**src/rtl/wb_regfile.sv**
```systemverilog
// Writeback stage: selects the MEM/WB result, commits it to the architectural
// register file, and serves two combinational read ports with write-through bypass.
module wb_regfile #(
  parameter int unsigned WIDTH    = 32,
  parameter int unsigned NREG     = 32,
  parameter int unsigned LINK_REG = 31
) (
  input  logic             clk,
  input  logic             rst,
  input  logic             RegWriteW,
  input  logic             MemtoRegW,
  input  logic [WIDTH-1:0] ReadDataW,
  input  logic [WIDTH-1:0] ALUOutW,
  input  logic [4:0]       WriteRegW,
  input  logic [WIDTH-1:0] PCPlus4W,
  input  logic             JalW,
  input  logic [4:0]       RA1,
  input  logic [4:0]       RA2,
  output logic [WIDTH-1:0] RD1,
  output logic [WIDTH-1:0] RD2,
  output logic [WIDTH-1:0] ResultW,
  output logic [WIDTH-1:0] WbCount
);

  localparam logic [4:0] LINK_ADDR = 5'(LINK_REG);

  logic [WIDTH-1:0] regs_q [NREG];
  logic [WIDTH-1:0] regs_d [NREG];
  logic [WIDTH-1:0] wb_count_q;
  logic [WIDTH-1:0] wb_count_d;

  logic [WIDTH-1:0] result_w;
  logic [4:0]       dest_w;
  logic             we_w;

  always_comb begin
    if (JalW)           result_w = PCPlus4W;
    else if (MemtoRegW) result_w = ReadDataW;
    else                result_w = ALUOutW;
    dest_w = JalW ? LINK_ADDR : WriteRegW;
    we_w   = RegWriteW && (dest_w != 5'd0);
  end

  always_comb begin
    regs_d     = regs_q;
    wb_count_d = wb_count_q;
    if (we_w) begin
      regs_d[dest_w] = result_w;
      wb_count_d     = wb_count_q + WIDTH'(1);
    end
    regs_d[0] = '0;
  end

  always_ff @(posedge clk or posedge rst) begin
    if (rst) begin
      for (int unsigned i = 0; i < NREG; i++) begin
        regs_q[i] <= '0;
      end
      wb_count_q <= '0;
    end else begin
      regs_q     <= regs_d;
      wb_count_q <= wb_count_d;
    end
  end

  // Bypass lets decode see a value being written back in the same cycle.
  always_comb begin
    if (RA1 == 5'd0)                     RD1 = '0;
    else if (we_w && (RA1 == dest_w))    RD1 = result_w;
    else                                 RD1 = regs_q[RA1];
    if (RA2 == 5'd0)                     RD2 = '0;
    else if (we_w && (RA2 == dest_w))    RD2 = result_w;
    else                                 RD2 = regs_q[RA2];
  end

  assign ResultW = result_w;
  assign WbCount = wb_count_q;

endmodule

```
**config.mk**
```make
export PLATFORM = sky130hd
export DESIGN_NAME = wb_regfile
export DESIGN_NICKNAME = d
export VERILOG_FILES = /design/src/rtl/wb_regfile.sv
export SDC_FILE = /design/constraint.sdc
export NUM_CORES = 2
export LEC_CHECK = 0
export CAP_MARGIN = 0
export CORE_MARGIN = 2
export CORE_UTILIZATION = 63
export CTS_BUF_LIST = sky130_fd_sc_hd__clkbuf_8
export DETAILED_ROUTE_END_ITERATION = 12
export PLACE_DENSITY_LB_ADDON = 0.12
export SYNTH_ARGS = -nofsm -noshare
export SYNTH_HDL_FRONTEND = slang
export SYNTH_SLANG_ARGS = --single-unit
export TNS_END_PERCENT = 30
```
**constraint.sdc**
```tcl
create_clock -name clk -period 45.2 [get_ports clk]
set_input_delay 4.52 -clock clk [delete_from_list [all_inputs] [get_ports clk]]
set_output_delay 4.52 -clock clk [all_outputs]
set_load 0.1 [all_outputs]
```
==> out/metrics.csv <==
stage,metric,value,unit
final_layout,syn2layout_area_growth,11.5,%
setup_path,rrSetupSlack,43.19,ns
final_layout,drive_above_1_share,18.9,%
final_layout,design_area,0.0602,mm²
setup_path,critPathRequiredTime,40.68,ns
clock_network,cts_resized,0,
outcome,outcome,"complete, no violations",
clock_network,clock_latency,0.86,ns
final_layout,regArea,0.0256,mm²
clock_network,htreeDepth,4,
floorplanning,fp-row-count,107,
detailed_routing,first_iter_violations,6553,
sta,tightest_slew,1.34,ns
setup_path,worst-setup-path-type,input port to primary output,
floorplanning,die_x,297,µm
placed_design,placed_area,0.0567,mm²
global_route,antenna_found_initial,8,
final_layout,final_cell_mix,"1094 x nand2_1, 1024 x dfrtp_1, 1004 x o21ai_0",
detailed_routing,vias,44000,
setup_path,start_kind,input port,
setup_path,worstSetupEndpointType,primary output,
placed_design,hpwl,110000,µm
run,maxCapViolations,0,
detailed_routing,routed_wl,189000,µm
clock_network,cts_tree,built,
clock_network,hold_buffers,0,
logic_synthesis,avgSynthCellArea,10.7,µm²
logic_synthesis,seq_area_frac_synth,47.5,%
floorplanning,ioPinCount,244,
sta,fmax,73.1,MHz
detailed_routing,post_drt_via_cell_ratio,6.95,
logic_synthesis,yosysUniqueCellTypes,74,
logic_synthesis,ys_warn_count,0,
global_route,grtUsageMet2,62.3,%
sta,hold_viol,0,
logic_synthesis,ys.flop_type,dfrtp_1,
placed_design,numPortBuffers,243,
floorplanning,initial_core_util,63.5,%
detailed_routing,route.detailed.wl_per_inst,29.9,µm
setup_path,cp.arrival,9.15,ns
logic_synthesis,synth-edff-count,0,
global_route,grtUsageTotal,44.0,%
final_layout,final_common_cell,nand2_1,
final_layout,stdcell_count,6326,
clock_network,clk_root_buffer_cell,clkbuf_8,
detailed_routing,final_antenna_net_count,0,
min_path,hold_class,flop to flop,
pwr,power.leakage,26.0,nW
clock_network,cts_buffers,168,
sta,max-slew-margin-rel,10.2,%
global_route,grt-ovfl-total,0,
sta,finalSetupTns,0,ns
placed_design,gp_congestion,0.930,
clock_network,post-cts-setup-buffers,0,
global_route,grt_max_degree,184,
sta,setup_viol,0,
global_route,use_met3,15.7,%
pwr,ir_drop,0.0000301,V
clock_network,clock_path_buffers,3,
logic_synthesis,syn-cell-area,0.0540,mm²
sta,timing.final.crit_share,30.2,%
pwr,p_per_area,41.4,mW/mm²
floorplanning,design.core.area,0.0850,mm²
floorplanning,die-area,0.0880,mm²
logic_synthesis,syn-num-nets,5153,
final_layout,fin_nets,5163,
sta,skew,0.00511,ns
logic_synthesis,synthArstFlopShare,100,%
final_layout,fillerInstances,6223,
setup_path,path_max_fanout,50,
clock_network,clock_sinks,1024,
sta,period_minus_slack,13.67,ns
sta,hold_slack,0.469,ns
logic_synthesis,synth_cells,5036,
global_route,use_met1,58.9,%
placed_design,post-place-cells,6020,
clock_network,clk_pin_slew,0.06,ns
sta,rsz0062_at_grt,no,
final_layout,final_util,70.8,%
global_route,grt_busiest_layer,met2,
sta,drv_slew,0,
floorplanning,die_h,297,µm
detailed_routing,drc,0,
logic_synthesis,synth_seq_cells,1024,
global_route,grt_pass1_wl,279000,µm
final_layout,multi_input_area,0.0262,mm²
global_route,grt_pass1_vias,42300,
detailed_routing,drtPass1Iterations,8,
[metal layers]
metal | vias to the layer above | part of all wire, % | wire, µm
met5 | - | 0.067 | 127
met4 | 10 | 6.7 | 12600
met3 | 726 | 14 | 26100
met2 | 3177 | 43 | 81500
met1 | 21800 | 36 | 68700
li1 | 18300 | - | -
[where the power goes]
part / switching [W] / internal (W) / total, W
combinational: 0.000332 / 0.000200 / 0.000532
clock: 0.000388 / 0.000444 / 0.000831
sequential: 0.0000929 / 0.00103 / 0.00113
[worst max-delay path, stage by stage]
cell	delay, ns
buf_8	0.43
buf_4	0.72
buf_4	0.74
mux4_2	0.63
a22o_1	0.25
a221o_1	0.27
a211oi_1	0.32
a21oi_1	0.11
clkdlybuf4s50_1	1.01
[cell type report]
| cell class | count | share of cell area (%) |
|---|---|---|
| Inverter | 48 | 0.312 |
| Tap cell | 1144 | 2.38 |
| Multi-Input combinational cell | 3458 | 43.6 |
| Clock buffer | 223 | 5.10 |
| Sequential cell | 1024 | 42.6 |
| Timing Repair Buffer | 346 | 5.45 |
| Antenna cell | 9 | 0.0374 |
| Clock inverter | 74 | 0.578 |
[cell families after synthesis]
group | Yosys count | synth area share, %
compound gates | 1391 | 14.8
xor+xnor | 36 | 0.584
fa+ha+maj | 1 | 0.0232
buf+inv | 554 | 4.63
flops | 1024 | 47.5
mux | 621 | 21.7
simple gates | 1409 | 10.8
[per-stage QoR]
step                total power [W]  worst slack (ns)
floorplan                   0.00150             11.86
global placement            0.00164             31.50
finish                      0.00249             31.53
CTS                         0.00248             31.52
detailed placement          0.00166             31.56
global route                0.00258             31.28
[synth_stat cells (4+ instances only)]
master        n  share of area (%)
nand3_1      16               0.15
clkbuf_1    333                2.3
nor2b_1      27               0.31
buf_4        37               0.51
mux2i_1     109                2.0
a22o_1       26               0.42
o32ai_1       8               0.13
buf_1        17               0.12
nor2_1      103               0.72
mux4_2      431                 18
or3_1         8              0.093
and3_1        8              0.093
nand2_2       7              0.081
nand4_1       9               0.10
buf_6        21               0.44
nand3_2       5              0.093
o22ai_2      18               0.42
mux2_2       81                1.7
a32oi_1      11               0.18
o22ai_1      66               0.77
nand3b_1      7              0.097
a21oi_1      51               0.47
a2111oi_0     4              0.065
xor2_1       18               0.29
dfrtp_1    1024                 47
inv_1        46               0.32
a221oi_1     66                1.1
and2_1        4              0.046
o211ai_1      5              0.070
a22oi_1      38               0.53
nand2_1    1108                7.7
o221ai_1     11               0.18
or2_2         4              0.046
nor4_1        5              0.058
nand2b_1     15               0.17
a221o_1       7               0.13
xnor2_1      18               0.29
nor3_1       63               0.58
and3b_1       5              0.081
buf_2        98               0.91
o21ai_0    1004                9.3
o21ai_1      24               0.22
a211oi_1     24               0.33
[sequential cells by signal, summed over array words and instances, names as in the netlist]
register,cells
regs_q,992
WbCount,32
[path summary, 6_finish.rpt]
kind	from	endpoint	cells past startpoint
min in group asynchronous	rst	WbCount[5]	2
setup reg to reg	WbCount[9]	WbCount[30]	5
hold / removal	WbCount[31]	WbCount[31]	1
setup / recovery	RA2[0]	RD2[27]	9
max in group asynchronous	rst	regs_q[645]	5
hold reg to reg	WbCount[31]	WbCount[31]	1
No activity file was read; power rests on OpenSTA's default activity.
